[src/rtl/pit_timer.sv]
// Programmable interval timer: a prescaler feeding a divider, producing a
// one-cycle registered tick per period and a sticky interrupt request that
// is cleared by an acknowledge strobe. Host writes load both the reload
// value and the live count of the addressed register.
module pit_timer #(
    parameter int unsigned PW = 16,
    parameter int unsigned DW = 16
) (
    input  logic          sys_clk,
    input  logic          reset,
    input  logic          wr_pre,
    input  logic          wr_div,
    input  logic [15:0]   din,
    input  logic          irq_ack,
    output logic [PW-1:0] pre_q,
    output logic [DW-1:0] div_q,
    output logic          tick,
    output logic          irq
);

    logic [PW-1:0] pre_rld_q, pre_rld_d;
    logic [DW-1:0] div_rld_q, div_rld_d;
    logic [PW-1:0] pre_cnt_q, pre_cnt_d;
    logic [DW-1:0] div_cnt_q, div_cnt_d;
    logic          tick_q,    tick_d;
    logic          irq_q,     irq_d;

    logic          en;
    logic          pre_zero;
    logic          div_zero;
    logic          pre_evt;

    // Enable and prescale-event decode from the current register state
    always_comb begin
        en       = (pre_rld_q != '0);
        pre_zero = (pre_cnt_q == '0);
        div_zero = (div_cnt_q == '0);
        pre_evt  = en && pre_zero;
    end

    // Reload registers change only on host writes
    always_comb begin
        pre_rld_d = pre_rld_q;
        div_rld_d = div_rld_q;
        if (wr_pre) begin
            pre_rld_d = din[PW-1:0];
        end
        if (wr_div) begin
            div_rld_d = din[DW-1:0];
        end
    end

    // Prescaler: a write wins over counting; zero reloads instead of wrapping
    always_comb begin
        pre_cnt_d = pre_cnt_q;
        if (wr_pre) begin
            pre_cnt_d = din[PW-1:0];
        end else if (en) begin
            if (pre_zero) begin
                pre_cnt_d = pre_rld_q;
            end else begin
                pre_cnt_d = pre_cnt_q - PW'(1);
            end
        end
    end

    // Divider: steps once per prescale event; a write wins over the step
    always_comb begin
        div_cnt_d = div_cnt_q;
        if (wr_div) begin
            div_cnt_d = din[DW-1:0];
        end else if (pre_evt) begin
            if (div_zero) begin
                div_cnt_d = div_rld_q;
            end else begin
                div_cnt_d = div_cnt_q - DW'(1);
            end
        end
    end

    // Tick on the divider reload; a coincident divider write suppresses it
    always_comb begin
        tick_d = pre_evt && div_zero && !wr_div;
    end

    // Sticky interrupt: a pending tick takes precedence over acknowledge
    always_comb begin
        irq_d = irq_q;
        if (tick_q) begin
            irq_d = 1'b1;
        end else if (irq_ack) begin
            irq_d = 1'b0;
        end
    end

    // State registers with synchronous active-high reset
    always_ff @(posedge sys_clk) begin
        if (reset) begin
            pre_rld_q <= '0;
            div_rld_q <= '0;
            pre_cnt_q <= '0;
            div_cnt_q <= '0;
            tick_q    <= 1'b0;
            irq_q     <= 1'b0;
        end else begin
            pre_rld_q <= pre_rld_d;
            div_rld_q <= div_rld_d;
            pre_cnt_q <= pre_cnt_d;
            div_cnt_q <= div_cnt_d;
            tick_q    <= tick_d;
            irq_q     <= irq_d;
        end
    end

    assign pre_q = pre_cnt_q;
    assign div_q = div_cnt_q;
    assign tick  = tick_q;
    assign irq   = irq_q;

endmodule

[config.mk]
export PLATFORM = sky130hd
export DESIGN_NAME = pit_timer
export DESIGN_NICKNAME = d
export VERILOG_FILES = /design/src/rtl/pit_timer.sv
export SDC_FILE = /design/constraint.sdc
export NUM_CORES = 1
export LEC_CHECK = 0
export BUFFER_PORTS_ARGS = -buffer_cell sky130_fd_sc_hd__buf_2
export CAP_MARGIN = 20
export CELL_PAD_IN_SITES_DETAIL_PLACEMENT = 1
export CELL_PAD_IN_SITES_GLOBAL_PLACEMENT = 1
export CORE_AREA = 3 3 112 92
export CTS_BUF_LIST = sky130_fd_sc_hd__clkbuf_4 sky130_fd_sc_hd__clkbuf_8
export DETAILED_ROUTE_END_ITERATION = 10
export DIE_AREA = 0 0 115 95
export GPL_ROUTABILITY_DRIVEN = 0
export PLACE_DENSITY = 0.87
export SLEW_MARGIN = 30
export SYNTH_ARGS = -nofsm -noshare
export SYNTH_HDL_FRONTEND = slang
export SYNTH_SLANG_ARGS = --single-unit
[constraint.sdc]
create_clock -name sys_clk -period 2.4 [get_ports sys_clk]
set_input_delay 0 -clock sys_clk [delete_from_list [all_inputs] [get_ports sys_clk]]
set_output_delay 0 -clock sys_clk [all_outputs]
set_load 0.02 [all_outputs]
==> flow_summary.toml, run 1 <==
[final_layout]
drive_gt1_share_pct = 27.41
nNetsFinal = 551
final_common_cell = "dfxtp_1"
areaGrowthSynthToFinish_pct = 27.04
final_util_pct = 50.86
fillCellCount = 1117
multi_input_area_um2 = 2171
final_cell_mix = "dfxtp_1, buf_2, nor2_1"
fin_area_um2 = 4656
n_antenna_cell = 0
regArea_um2 = 1323

[die]
num_rows = 31
fp.dieArea_um2 = 10930
core_um2 = 9154
io_pins = 55
dieHeight_um = 95
die_w_um = 115
start_util_pct = 40.04

[clocking]
cts_buffers = 9
clockBufferDepth = 2
clkTransAtPathRegs_ns = 0.07
cts_sinks = 66
ctsHtreeMaxLevel = 3
cts_tree = "yes"
clk_latency_ns = 0.36
cts-root-buf = "clkbuf_8"

[routing]
viasPerCell = 5.839
vias = 3760
drc = 0
dr.pass1.iters = 4
drtAntennaViolNets = 0
wl_um = 12870
drtIter0Drc = 293
wire_per_inst_um = 19.98

[logic_synthesis]
synth_ff_type = "dfxtp_1"
synth_area_leader_cell = "dfxtp_1"
yosysWarnings = 0
yosys.area.top_type_share_pct = 36.05
synth_area_leaders = "dfxtp_1, mux2i_1, nor2_1"
yosys_register_bits = 66
yosysSeqAreaShare_pct = 36.05
synth-edff-count = 0
ys_types = 69
syn_area_um2 = 3665
synthCells = 436
syn_avg_cell_area_um2 = 8.405
syn_nets = 461
synthArstFlopShare_pct = 0

[worst_setup_path]
critPathLaunchType = "register"
timing.rr.end = "div_q[0]"
r2r_start = "div_q[0]"
end_kind = "register"
critPathArrivalTime_ns = 2.69
reg2reg_slack_ns = -0.04
cp_max_fo = 6
worstSetupPathType = "register to register"
worst_ep_required_time_ns = 2.65
reg2reg_depth = 8

[power_and_ir_drop]
power_frac_comb_pct = 26.4
power.switching_w = 0.0009917
power.share.clock_pct = 33.5
ir_drop_mv = 0.3232
p_per_area_nw_per_um2 = 669.7
power.share.sequential_pct = 40.1
power_leakage_nw = 2.052
p_int_w = 0.002126
power.share.switching_pct = 31.81

[sta]
holdWs_ns = 0.06470
setup_ws_ns = -0.04247
clock-skew-final_ns = 0.01035
period_minus_slack_ns = 2.442
hold_viol = 0
maxSlewViolCount = 0
tightestPinTransition_ns = 0.7683
rsz0062_at_grt = "yes"
slew_headroom_pct = 48.67
period_share_pct = 101.8
setup_viol = 1
fmax_ghz = 0.4094

[global_route]
grt_pass1_wl_um = 20510
grt_pass1_vias = 3968
grt_max_degree = 36
grt_antenna_before_repair = 0
track_usage_pct = 24.05
grt.overflow.total = 0

[status]
outcome = "finished, violations left"
failed_checks = "setup timing"

[worst_hold_path]
whs_endpoint = "div_q[11]"
min-delay-start = "wr_div"
worst_hold_path.num_cells = 2
hp-class = "input port to register"

[place]
port_buffers = 54
dpl_cell_area_um2 = 4187
post-place-ws_ns = -0.1496
dp.final_hpwl_um = 9053

[run]
drv_cap = 0
[logic make-up after synthesis]
kind of cell             Yosys count  synth area share, %
adder cells (fa/ha/maj)            4                1.366
flip-flops                        66                36.05
buffers and inverters             50                6.077
multiplexers                      26                7.101
AO/OA/AOI/OAI                    119                23.56
XOR/XNOR                          11                2.629
AND/OR/NAND/NOR                  160                23.22
[repair_timing]
action / 4_1_cts / 5_1_grt
pin swaps: 0 / 6
setup buffers: 0 / 4
gates cloned: 0 / 0
hold endpoints to repair: 53 / 0
resized for setup: 2 / 15
hold buffers: 17 / 0
endpoints found under the setup margin: 11 / 17
[critical path, cell delays in order (launching register included)]
cell,delay [ns]
dfxtp_2,0.33
inv_2,0.08
ha_4,0.12
or4b_4,0.45
or3_4,0.39
or2_4,0.30
buf_6,0.15
o2111a_1,0.24
a211o_1,0.26
[metrics by stage]
step	setup TNS (ns)	total power (W)	std cells
final	-0.04247	0.003118	644
after global routing	-0.2671	0.003262	644
after CTS	0	0.003090	640
after detailed placement	-0.7181	0.002024	609
after global placement	0	0.001986	609
after floorplan	0	0.001757	436
[worst max-delay path by stage]
stage	endpoint	from	cells past startpoint
2_1_floorplan	div_q[2]	div_q[0]	10
3_3_place_gp	div_q[10]	div_q[0]	9
3_5_place_dp	div_q[13]	div_q[0]	9
4_1_cts	div_q[9]	div_q[0]	9
5_1_grt	div_q[0]	div_q[0]	8
6_report	div_q[0]	div_q[0]	8
[final cells by class]
type                            count  area share (%)
Multi-Input combinational cell    320           46.63
Sequential cell                    66           28.41
Timing Repair Buffer              109           15.75
Clock buffer                       11           3.117
Tap cell                          115           3.091
Inverter                           20           1.612
Clock inverter                      3           1.397
[cells in the mapped netlist, types with 5 or more instances]
cell,instances
or4_1,6
mux2i_1,26
nor3_1,8
o211ai_1,13
a221oi_2,8
buf_1,5
o21ai_0,11
nor2_1,53
o31ai_1,6
inv_1,19
nand2_1,46
nand3_1,5
o22ai_1,6
a211oi_1,10
clkbuf_1,17
a21oi_1,37
xnor2_1,9
nor4_1,10
dfxtp_1,66
[power by group through the flow]
stage	Combinational, W	Sequential (W)	Clock, W
floorplan	0.000439	0.00132	0
global placement	0.000719	0.00127	0
detailed placement	0.000752	0.00127	0
CTS	0.000783	0.00125	0.00106
global route	0.000890	0.00126	0.00111
finish	0.000822	0.00125	0.00104
[per-layer routing]
| layer | global-route usage (%) | wire length (µm) |
|---|---|---|
| met5 | 0 | 0 |
| met4 | 9.384 | 326 |
| met3 | 4.676 | 688 |
| met2 | 39.16 | 6116 |
| met1 | 31.41 | 5737 |
[state kept, by name, indices dropped and copies added, names as in the netlist]
name and flops:
tick 1, div_q 16, pre_rld_q 16, irq 1, div_rld_q 16, pre_q 16
(Power assumes the default switching activity.)
==> run 2: changes to the inputs <==
==> constraint.sdc (replaced) <==
create_clock -name sys_clk -period 2.4 [get_ports sys_clk]
set_input_delay 0.48 -clock sys_clk [delete_from_list [all_inputs] [get_ports sys_clk]]
set_output_delay 0.48 -clock sys_clk [all_outputs]
set_load 0.02 [all_outputs]
==> run 2 against run 1 <==
Compared with the run above: the flow now finishes without violations; sequential share of layout area up 1.0 points; cell count fell by 2.2%; first-iteration DRC count decreased by 26%; clock skew is 0.00063 ns higher; via count is 0.40% higher; die area did not move; global-route usage down 0.20 points; utilization shrank 1.8 points; critical path depth unchanged; largest power group unchanged.
==> flow_summary.toml, run 2 (synthesis gave the netlist of run 1 again) <==
[place]
dp_cells = 609
dp.final_hpwl_um = 9026
port_buffers = 54
dpl_cell_area_um2 = 4187

[worst_setup_path]
worstSetupPathType = "register to register"
end_kind = "register"
critPathArrivalTime_ns = 2.65
cp_max_fo = 8
worst_ep_required_time_ns = 2.66
critPathLaunchType = "register"

[clocking]
holdBufCountCts = 0
cts_tree = "yes"
cts_buffers = 9
clk_latency_ns = 0.35
ctsHtreeMaxLevel = 3
clockBufferDepth = 2
clkTransAtPathRegs_ns = 0.08
cts_sinks = 66
cts-root-buf = "clkbuf_8"

[die]
num_rows = 31
core_um2 = 9154
start_util_pct = 40.04
die_w_um = 115
io_pins = 55
dieHeight_um = 95
fp.dieArea_um2 = 10930

[sta]
fmax_ghz = 0.4188
period_share_pct = 99.50
hold_viol = 0
tightestPinTransition_ns = 0.6243
rsz0062_at_grt = "yes"
setup_viol = 0
clock-skew-final_ns = 0.01099
maxSlewViolCount = 0
holdWs_ns = 0.4165
setup_tns_ns = 0
period_minus_slack_ns = 2.388
slew_headroom_pct = 58.29

[routing]
wire_per_inst_um = 20.48
wl_um = 12900
viasPerCell = 5.992
dr.pass1.iters = 4
vias = 3775
drtAntennaViolNets = 0
drtIter0Drc = 218
drc = 0

[global_route]
grt_antenna_before_repair = 0
grt_pass1_wl_um = 20340
grt_pass1_vias = 3911
grt.overflow.total = 0
grt_max_degree = 29
track_usage_pct = 23.85

[final_layout]
final_common_cell = "dfxtp_1"
final_cell_mix = "dfxtp_1, buf_2, nor2_1"
n_antenna_cell = 0
layout.cells.non_filler = 630
drive_gt1_share_pct = 28.35
fin_area_um2 = 4492
areaGrowthSynthToFinish_pct = 22.57
nNetsFinal = 536

[status]
outcome = "finished clean"

[power_and_ir_drop]
p_per_area_nw_per_um2 = 677.7
ir_drop_mv = 0.3285
power_leakage_nw = 2.000

[worst_hold_path]
hp-class = "input port to register"

[run]
drv_cap = 0
[run 2: power by group]
part	total (W)	internal, W	leakage (nW)	switching (W)
combinational	0.000792	0.000321	1.34	0.000471
sequential	0.00125	0.00117	0.546	0.0000805
clock	0.000999	0.000570	0.109	0.000429
total	0.00304	0.00206	2.00	0.000980
[run 2: repair_timing]
item / CTS / global route
buffers inserted: 1 / 4
setup endpoints to repair: 11 / 20
cloned: 0 / 1
pin swaps: 2 / 6
gates resized for setup: 1 / 12
[run 2: worst max-delay path: stages, from the launching register on]
cell	delay, ns
dfxtp_2	0.34
inv_2	0.06
ha_1	0.13
or4b_4	0.48
or3_4	0.37
or2_4	0.32
buf_6	0.14
a311o_1	0.26
a221oi_2	0.20
[run 2: through the flow]
step                total power (W)  utilization [%]  worst slack, ns
floorplan                  0.001757                -          0.01983
global placement           0.001986            45.74          0.06133
detailed placement         0.002024            45.74         -0.04727
CTS                        0.003025            48.11         0.001659
global route               0.003177            49.07         -0.05258
finish                     0.003044            49.07          0.01199
[run 2: worst paths after layout]
| check | from | to | slack [ns] | cells past startpoint |
|---|---|---|---|---|
| worst max-delay path | div_q[0] | div_q[3] | 0.01 | 8 |
| worst min-delay path | din[13] | pre_rld_q[13] | 0.42 | 3 |
| worst max register to register | div_q[0] | div_q[3] | 0.01 | 8 |
| worst min register to register | tick | irq | 0.48 | 2 |
[run 2: final cells by class]
| class | instances | area (µm²) |
|---|---|---|
| Sequential cell | 66 | 1323 |
| Multi-Input combinational cell | 320 | 2140 |
| Clock buffer | 13 | 172.7 |
| Inverter | 20 | 75.07 |
| Tap cell | 115 | 143.9 |
| Clock inverter | 2 | 35.03 |
| Timing Repair Buffer | 94 | 603.1 |
| Fill cell | 1132 | 4662 |
[run 2: layer usage]
metal | track usage (%) | wire (µm) | vias to the layer above
met2 | 38.10 | 5988 | 130
li1 | - | - | 1744
met4 | 9.482 | 318 | 0
met3 | 4.933 | 764 | 28
met5 | 0 | 0 | -
met1 | 31.53 | 5831 | 1873
==> run 3: changes to the inputs <==
- SETUP_SLACK_MARGIN: unset -> 0.05
==> run 3 against run 2 <==
Compared with the run above: the flow now finishes with violations (setup timing); clock power decreased by 12%; sequential power about the same; count of clock-buffer cells in the layout is the same; cell area down 0.42%; critical path depth unchanged; setup slack worse by 0.015 ns; wire length fell by 3.7%; combinational power hardly changed; sequential share of layout area increased by 0.15 points; register-to-register slack lost 0.02 ns.
==> flow_summary.toml, run 3 (synthesis gave the netlist of run 1 again) <==
[place]
post-place-ws_ns = -0.07298
dpl_cell_area_um2 = 4197
dp.final_hpwl_um = 9153
port_buffers = 54
dp_cells = 610

[clocking]
cts-root-buf = "clkbuf_8"
clk_latency_ns = 0.37
clkTransAtPathRegs_ns = 0.07
cts_sinks = 66
clockBufferDepth = 2
ctsHtreeMaxLevel = 3
cts_buffers = 9
cts_tree = "yes"

[status]
failed_checks = "setup timing"
outcome = "finished, violations left"

[die]
core_um2 = 9154
die_w_um = 115
dieHeight_um = 95
fp.dieArea_um2 = 10930
num_rows = 31
io_pins = 55
start_util_pct = 40.04

[sta]
holdWs_ns = 0.4007
setup_ws_ns = -0.003435
period_share_pct = 100.1
hold_viol = 0
setup_viol = 1
fmax_ghz = 0.4161
clock-skew-final_ns = 0.01050
tightestPinTransition_ns = 0.6262
slew_headroom_pct = 57.87
period_minus_slack_ns = 2.403
maxSlewViolCount = 0
rsz0062_at_grt = "yes"

[worst_setup_path]
critPathArrivalTime_ns = 2.66
cp_max_fo = 7
critPathLaunchType = "register"
reg2reg_depth = 8
worst_ep_required_time_ns = 2.65
worstSetupPathType = "register to register"
end_kind = "register"

[final_layout]
regArea_um2 = 1324
n_antenna_cell = 0
final_common_cell = "dfxtp_1"
layout.cells.non_filler = 630
fillCellCount = 1110
nNetsFinal = 535
final_cell_mix = "dfxtp_1, buf_2, nor2_1"
drive_gt1_share_pct = 29.13
fin_area_um2 = 4473
final_util_pct = 48.87
multi_input_area_um2 = 2185
areaGrowthSynthToFinish_pct = 22.06

[run]
drv_cap = 0

[global_route]
track_usage_pct = 23.28
grt_pass1_wl_um = 19720
grt.overflow.total = 0
grt_antenna_before_repair = 0
grt_max_degree = 28
grt_pass1_vias = 3805

[worst_hold_path]
worst_hold_path.num_cells = 3
hp-class = "input port to register"

[power_and_ir_drop]
p_per_area_nw_per_um2 = 654.0
power_leakage_nw = 1.978
ir_drop_mv = 0.3906

[routing]
drtIter0Drc = 211
drc = 0
drtAntennaViolNets = 0
wl_um = 12420
dr.pass1.iters = 4
viasPerCell = 5.849
vias = 3685
wire_per_inst_um = 19.72
## run 3: cell types whose count changed in the layout (fill, tap and decap cells not counted), moves of 2 or more
cell       previous run  this run
a2111oi_1             0         2
clkinv_2              1         3
clkbuf_8             12        10
clkbuf_4              1         3
a2111oi_0             2         0
## run 3: path summary, 6_finish.rpt
check | startpoint | end | slack [ns]
setup / recovery | div_q[1] | div_q[0] | -0.003
hold / removal | din[13] | pre_rld_q[13] | 0.40
setup reg to reg | div_q[1] | div_q[0] | -0.003
hold reg to reg | tick | irq | 0.48
## run 3: layout make-up
class	count	share of cell area [%]
clock buffers	13	3.580
flip-flops and latches	66	29.59
multi-input cells	320	48.84
well taps	115	3.217
clock inverters	3	0.3357
inverters	20	1.678
repair buffers	93	12.76
## run 3: worst max-delay path: stages, from the launching register on
cell      delay, ns
dfxtp_2        0.33
inv_2          0.07
ha_4           0.12
or4b_4         0.45
or3_4          0.40
or2_4          0.32
buf_6          0.15
o2111a_1       0.23
a211o_1        0.21
## run 3: stage by stage
stage / total power, W / setup TNS, ns
5_1_grt: 0.003071 / -0.1383
4_1_cts: 0.002909 / 0
3_5_place_dp: 0.002029 / -0.4936
2_1_floorplan: 0.001758 / 0
3_3_place_gp: 0.001990 / 0
6_report: 0.002925 / -0.003435
## run 3: metal layers
metal / vias up / global-route usage, % / wire length (µm)
met2: 100 / 37.19 / 5758
met4: 0 / 6.940 / 216
li1: 1740 / - / -
met1: 1822 / 30.45 / 5649
met3: 23 / 6.791 / 799
met5: - / 0 / 0
## run 3: what timing repair did
action | CTS | global route
setup endpoints to repair | 12 | 20
buffers inserted | 0 | 4
resized for setup | 1 | 20
pin swaps | 0 | 12
hold buffers | 0 | 0
## run 3: power by group
group | internal, W | switching, W | leakage [nW]
Clock | 0.000433 | 0.000450 | 0.0974
Combinational | 0.000322 | 0.000468 | 1.33
Sequential | 0.00117 | 0.0000794 | 0.547
